**src/rtl/fir_decim_fifo_if.sv**
```systemverilog
// Sample stream bundle between the FIR output stage and its neighbours:
// the upstream sample input and the downstream valid/ready drain port.
interface fir_decim_fifo_if #(
    parameter int L = 8
);
    logic [L-1:0] din;
    logic         din_valid;
    logic [L-1:0] dout;
    logic         dout_valid;
    logic         dout_ready;

    // master: the environment (filter + consumer); slave: the decimating FIFO.
    modport master (output din, din_valid, dout_ready, input dout, dout_valid);
    modport slave  (input din, din_valid, dout_ready, output dout, dout_valid);
endinterface

```
**src/rtl/fir_decim_fifo.sv**
```systemverilog
// FIR output stage: keeps one sample in every DECIM valid samples and buffers
// them in a first-word-fall-through FIFO with fill level and sticky overflow.
module fir_decim_fifo #(
    parameter int L     = 8,
    parameter int DECIM = 4,
    parameter int DEPTH = 8
) (
    input  logic                     CLK,
    input  logic                     RST,
    fir_decim_fifo_if.slave          bus,
    output logic [$clog2(DEPTH):0]   level,
    output logic                     ovf,
    input  logic                     ovf_clr
);
    localparam int AW = $clog2(DEPTH);
    localparam int PW = (DECIM > 1) ? $clog2(DECIM) : 1;
    localparam logic [PW-1:0] PH_LAST = PW'(DECIM - 1);
    localparam logic [AW:0]   LVL_FULL = (AW + 1)'(DEPTH);

    logic [PW-1:0] ph;
    logic [AW-1:0] rd_ptr;
    logic [AW-1:0] wr_ptr;
    logic [AW:0]   level_q;
    logic [L-1:0]  mem [DEPTH];

    logic keep;
    logic pop;
    logic full;
    logic push;
    logic drop;

    // A pop in the same cycle frees the slot a full-FIFO push needs.
    always_comb begin
        keep = bus.din_valid && (ph == '0);
        pop  = bus.dout_valid && bus.dout_ready;
        full = (level_q == LVL_FULL);
        push = keep && (!full || pop);
        drop = keep && full && !pop;
    end

    // NOTE: sequential state uses non-blocking assignments so every register
    // samples pre-edge values regardless of the order the blocks are evaluated.
    always_ff @(posedge CLK or negedge RST) begin
        if (!RST) begin
            ph      <= '0;
            rd_ptr  <= '0;
            wr_ptr  <= '0;
            level_q <= '0;
            ovf     <= 1'b0;
        end else begin
            if (bus.din_valid)
                ph <= (ph == PH_LAST) ? '0 : ph + 1'b1;
            if (push)
                wr_ptr <= wr_ptr + 1'b1;
            if (pop)
                rd_ptr <= rd_ptr + 1'b1;
            if (push && !pop)
                level_q <= level_q + 1'b1;
            else if (pop && !push)
                level_q <= level_q - 1'b1;
            if (drop)
                ovf <= 1'b1;
            else if (ovf_clr)
                ovf <= 1'b0;
        end
    end

    // NOTE: storage has no reset; emptiness is tracked by level/pointers, so
    // stale contents are never visible and the array maps onto plain RAM.
    always_ff @(posedge CLK) begin
        if (push)
            mem[wr_ptr] <= bus.din;
    end

    // NOTE: every combinational output gets a default first so no latch forms.
    always_comb begin
        bus.dout = '0;
        if (level_q != '0)
            bus.dout = mem[rd_ptr];
    end

    assign bus.dout_valid = (level_q != '0);
    assign level          = level_q;
endmodule

```
**src/flat_wrapper.sv**
```systemverilog
// flat-port wrapper written by rule: the top's interface ports become plain ports
module fir_decim_fifo_flat 
#(
    parameter int L     = 8,
    parameter int DECIM = 4,
    parameter int DEPTH = 8
)
  (CLK, RST, level, ovf, ovf_clr, bus_din, bus_din_valid, bus_dout_ready, bus_dout, bus_dout_valid);
  fir_decim_fifo_if #(.L(L)) bus_i ();
  input  logic CLK;
  input  logic RST;
  output logic [$clog2(DEPTH):0] level;
  output logic ovf;
  input  logic ovf_clr;
  input wire logic [$bits(bus_i.din)-1:0] bus_din;
  input wire logic [$bits(bus_i.din_valid)-1:0] bus_din_valid;
  input wire logic [$bits(bus_i.dout_ready)-1:0] bus_dout_ready;
  output wire logic [$bits(bus_i.dout)-1:0] bus_dout;
  output wire logic [$bits(bus_i.dout_valid)-1:0] bus_dout_valid;
  assign bus_i.din = bus_din;
  assign bus_i.din_valid = bus_din_valid;
  assign bus_i.dout_ready = bus_dout_ready;
  assign bus_dout = bus_i.dout;
  assign bus_dout_valid = bus_i.dout_valid;
  fir_decim_fifo #(.L(L), .DECIM(DECIM), .DEPTH(DEPTH)) u_core (.CLK(CLK), .RST(RST), .bus(bus_i), .level(level), .ovf(ovf), .ovf_clr(ovf_clr));
endmodule
```
**config.mk**
```make
export PLATFORM = sky130hd
export DESIGN_NAME = fir_decim_fifo_flat
export DESIGN_NICKNAME = d
export VERILOG_FILES = /design/src/rtl/fir_decim_fifo_if.sv /design/src/rtl/fir_decim_fifo.sv /design/src/flat_wrapper.sv
export SDC_FILE = /design/constraint.sdc
export NUM_CORES = 1
export LEC_CHECK = 0
export ABC_CLOCK_PERIOD_IN_PS = 3100
export CAP_MARGIN = 5
export CORE_MARGIN = 2
export CORE_UTILIZATION = 29
export CTS_CLUSTER_SIZE = 25
export DETAILED_ROUTE_END_ITERATION = 6
export GPL_ROUTABILITY_DRIVEN = 0
export HOLD_SLACK_MARGIN = 0.02
export PLACE_DENSITY = 0.46
export SYNTH_ARGS = -nofsm -noshare
export SYNTH_HDL_FRONTEND = slang
export SYNTH_SLANG_ARGS = --single-unit
```
**constraint.sdc**
```tcl
create_clock -name CLK -period 3.1 [get_ports CLK]
set_input_delay 0.465 -clock CLK [delete_from_list [all_inputs] [get_ports CLK]]
set_output_delay 0.465 -clock CLK [all_outputs]
set_load 0.03 [all_outputs]
```
## After elaboration in Yosys (flattened, before gate mapping)

Memory sizes are Yosys's and may differ from the RTL's.
Index checks and enable logic that the tools add are counted.

| operators by class | value |
|---|---|
| multiplexer cells | 8 |
| eq/ne operators | 2 |
| add/subtract/negate cells | 5 |
| reduce and logical (&&, ||, !) cells | 15 |

Operators by type and width:

| operator | count |
|---|---|
| 2-to-1 mux 4 bit | 2 |
| 2-to-1 mux 8 bit | 1 |
| logical AND 1 bit | 7 |
| adder 3 x 1 -> 3 bit (second input constant) | 2 |
| adder 4 x 1 -> 4 bit (second input constant) | 1 |
| equality test 4 bit (second input constant) | 1 |
| 2-to-1 mux 1 bit | 4 |
| nonzero test 2 bit | 2 |
| nonzero test 4 bit | 1 |
| subtractor 4 x 1 -> 4 bit (second input constant) | 1 |
| zero test 1 bit | 3 |
| adder 2 x 1 -> 2 bit (second input constant) | 1 |
| equality test 2 bit (second input constant) | 1 |
| zero test 2 bit | 1 |
| 2-to-1 mux 2 bit | 1 |
| logical OR 1 bit | 1 |

| storage, ports and cells | value |
|---|---|
| memories | 1 |
| input bits | 13 |
| flip-flop bits (word level) | 13 |
| bits in writable memories | 64 |
| logic and storage cells | 36 |

Memories:

| name | words | bits a word | rd ports | clocked after Yosys merged registers in | write ports | RTL line | source |
|---|---|---|---|---|---|---|---|
| u_core.mem | 8 | 8 | 1 | 0 | 1 | fir_decim_fifo.sv:24 | `logic [L-1:0] mem [DEPTH];` |

## Logic depth before layout (Yosys ltp)

| depth | value |
|---|---|
| depth in word-level cells | 8 |
| depth in mapped cells | 11 |

## Worst setup path after synthesis

OpenSTA, ideal clock, no wires.

| path | value |
|---|---|
| path kind | flip-flop to flip-flop |
| start | reg u_core.level_q[2], in the netlist u_core.level[2] |
| end | reg u_core.level_q[3], in the netlist u_core.level[3] |
| required time | 2.969 ns |
| stages on the path, launching flop included | 10 |
| data arrival time | 2.662 ns |
| slack | 0.307 ns |
| clock period less this slack | 2.793 ns |
| path through | dfrtp_1 or4_4 buf_6 nand2_1 ha_1 inv_1 ha_1 or4_1 o211ai_1 o211ai_1 |

| on the way | value |
|---|---|
| cells in the longest elaborated chain, start to end | 7 |

Ends and longest elaborated chain:

| item | RTL line | source |
|---|---|---|
| from (decl) | fir_decim_fifo.sv:23 | `logic [AW:0] level_q;` |
| from (signal assigned) | fir_decim_fifo.sv:58 | `level_q <= level_q + 1'b1;` |
| from (signal assigned) | fir_decim_fifo.sv:60 | `level_q <= level_q - 1'b1;` |
| nonzero test 4 bit * | fir_decim_fifo.sv:82 | `assign bus.dout_valid = (level_q != '0);` |
| named net bus_dout_valid | flat_wrapper.sv:19 | `output wire logic [$bits(bus_i.dout_valid)-1:0] bus_dout_valid;` |
| logical AND 1 bit * | fir_decim_fifo.sv:35 | `pop = bus.dout_valid && bus.dout_ready;` |
| logical OR 1 bit | fir_decim_fifo.sv:37 | `push = keep && (!full \|\| pop);` |
| logical AND 1 bit | fir_decim_fifo.sv:37 |  |
| zero test 1 bit | fir_decim_fifo.sv:59 | `else if (pop && !push)` |
| logical AND 1 bit | fir_decim_fifo.sv:59 |  |
| nonzero test 2 bit (no line) | - |  |

The timed path passes the listed nets; every way through them passes the cells marked *. The select of a mux whose other input is x is not followed.
A chain may end at the register's enable or synchronous reset.

## Worst setup path after layout

| path | value |
|---|---|
| start | reg u_core.level_q[2], in the netlist u_core.level[2] |
| end | out bus_dout[4] |

| on the way | value |
|---|---|
| cells in the longest elaborated chain, start to end | 2 |

Ends and longest elaborated chain:

| item | RTL line | source |
|---|---|---|
| nonzero test 4 bit | fir_decim_fifo.sv:78 | `if (level_q != '0)` |
| 2-to-1 mux 8 bit | fir_decim_fifo.sv:78 |  |
| to (decl) | flat_wrapper.sv:18 | `output wire logic [$bits(bus_i.dout)-1:0] bus_dout;` |

Every way passes these cells.

==> flow_summary.yaml <==
floorplan:
  rows: 38
  start_util: 0.297
  die_w_um: 109
  die_h_um: 109
  num_io_pins: 27
  die_area_um2: 11900
  core_um2: 10800
cts:
  ctsHoldBuffers: 0
  ctsResizeCount: 1
  cts_made_buffers: 9
  cts_tree: "built"
  cts-root-buf: "clkbuf_8"
  ctsHtreeMaxLevel: 3
  cts_buffer_depth: 2
  insertion_delay_ns: 0.34
  cts_setup_buffers: 0
  cts_sinks: 77
  path_clk_slew_ns: 0.08
synth:
  ys_warn_count: 0
  yosysTopAreaCellShare: 0.598
  synth_ff_type: "edfxtp_1"
  synth.area.top_cells: "edfxtp_1, mux4_2, dfrtp_1, ha_1, a22o_1"
  synthArstFlopShare: 0.169
  postSynthAreaPerCell_um2: 18.2
  synth_cell_types: 34
  syn-cell-area_um2: 3220
  synth_most_common_cell: "edfxtp_1"
  synth-edff-count: 64
  seq_area_frac_synth: 0.699
  synth_top_area_cell: "edfxtp_1"
  synth-seq-cells: 77
  synth_commonest_cells: "edfxtp_1, mux4_2, dfrtp_1, a22o_1, ha_1"
  synthesis.nets: 198
  synthCells: 177
critical_path:
  critPathSlowestCell: "or4_4"
  critPathMaxStageDelay_ns: 0.59
  critPathMaxFanout: 8
  cp_data_required_time_ns: 2.63
  startpoint_type: "flop"
  arrival_ns: 2.47
  critPathCaptureType: "output port"
  path_cells: "or4_4, nor2b_2, a22o_1, clkdlybuf4s50_1"
  critPathKind: "reg -> out"
route:
  wl_mm: 6.20
  num_vias: 1701
  ant_nets: 0
  drc: 0
  first_pass_iters: 4
  drt_iter0_drc: 66
  routed_via_density: 4.67
  wl_per_cell_um: 17.0
cells_and_area:
  fin_cells: 364
  fin_nets: 240
  diodes: 0
  fillerInstances: 1026
  fin_util: 0.363
  area_growth_pct: 22.5
  drive_gt1_frac: 0.228
  fin_area_um2: 3940
global_routing:
  grt_pass1_vias: 1719
  grt_usage: 0.114
  overflow: 0
  antenna_found_initial: 0
  grt_first_pass_wirelength_mm: 9.56
  grt_max_degree: 17
power:
  power_w: 0.00380
  powerDensity_nw_per_um2: 966
  power_leakage_nw: 1.33
  ir_drop_mv: 0.463
place:
  place_area_um2: 3710
  hpwlAfterDp_mm: 4.10
  place_inst: 348
  portBuffers: 26
timing:
  hold_viol: 0
  setup_viol: 0
  final.period_utilization: 0.948
  max_freq_ghz: 0.340
  rsz0062_at_grt: "no"
  slew_viol_final: 0
  worst_slew_pin_slew_ns: 0.994
  period_needed_ns: 2.94
  finalClockSkew_ns: 0.00769
  slew_headroom: 0.335
  setup_tns_ns: 0
flow_run:
  drv_cap: 0
status:
  status: "finished, final reports clean"
hold_path:
  hp-class: "in -> async"
report_power, final:
part / internal, W / switching, W
registers: 0.00127 / 0.000124
clock network: 0.000457 / 0.000381
logic: 0.000762 / 0.000806
total: 0.00249 / 0.00131
placed cells by master, fill, tap and decap left out, types with 2 or more instances in the layout:
cell type,netlist,final
a21oi_1,3,3
a22o_1,8,8
buf_4,0,12
bufinv_16,0,2
clkbuf_8,0,9
clkdlybuf4s50_1,0,26
clkinvlp_4,0,2
dfrtp_1,13,13
edfxtp_1,64,64
ha_1,7,7
inv_1,6,6
mux2_2,3,3
mux4_2,16,16
nand2_1,6,6
nand2b_1,2,2
nand3_1,5,5
nor2_1,3,3
nor3_1,6,6
o211ai_1,2,2
o21ai_0,3,3
or3_1,2,2
xnor2_1,5,5
per-stage QoR:
stage | worst slack, ns | hold slack [ns]
final | 0.162 | 0.489
after global routing | 0.0718 | 0.544
after CTS | 0.129 | 0.510
after detailed placement | 0.166 | 0.497
after global placement | 0.190 | 0.490
after floorplan | 0.307 | 0.169
worst paths after layout:
kind / slack [ns] / startpoint / endpoint / depth (start not counted)
min: 0.49 / RST / u_core.ph[0] / 1
min in group CLK: 0.53 / u_core.rd_ptr[2] / u_core.rd_ptr[2] / 1
min reg2reg: 0.53 / u_core.rd_ptr[2] / u_core.rd_ptr[2] / 1
max: 0.16 / u_core.level[2] / bus_dout[4] / 4
max reg2reg: 0.28 / u_core.level[2] / u_core.level[3] / 8
max in group asynchronous: 2.23 / RST / u_core.rd_ptr[1] / 1
state kept, by name (all words and copies together) (netlist names):
signal         count
u_core.rd_ptr      3
u_core.ovf         1
u_core.ph          2
u_core.level       4
u_core.mem        64
u_core.wr_ptr      3
layout make-up:
class	instances	area (um^2)	share of cell area
clock buffer	9	124	0.0315
clock inverter	7	98.8	0.0251
sequential	77	2250	0.571
multi-input combinational	86	900	0.228
tap	140	175	0.0445
timing repair buffer	39	370	0.0941
inverter	6	22.5	0.00572
worst max-delay path, delay by kind of cell (launching register included):
family	cells	cell delay (ns)
flops	1	0.43
buf+inv	1	0.59
simple gates	2	0.85
compound gates	1	0.26
metal layers:
| layer | vias to the layer above | wire length (um) | track usage |
|---|---|---|---|
| li1 | 792 | - | - |
| met1 | 873 | 2830 | 0.147 |
| met2 | 30 | 3050 | 0.183 |
| met3 | 6 | 208 | 0.0285 |
| met4 | 0 | 108 | 0.0515 |
| met5 | - | 0 | 0 |
kinds of logic after synthesis:
kind of cell	after synthesis	synth area share
xor+xnor	6	0.0163
simple gates	32	0.0545
flops	77	0.699
buf+inv	14	0.0241
mux	20	0.126
compound gates	20	0.0471
fa+ha+maj	8	0.0335
No activity file was read; power rests on OpenSTA's default activity.
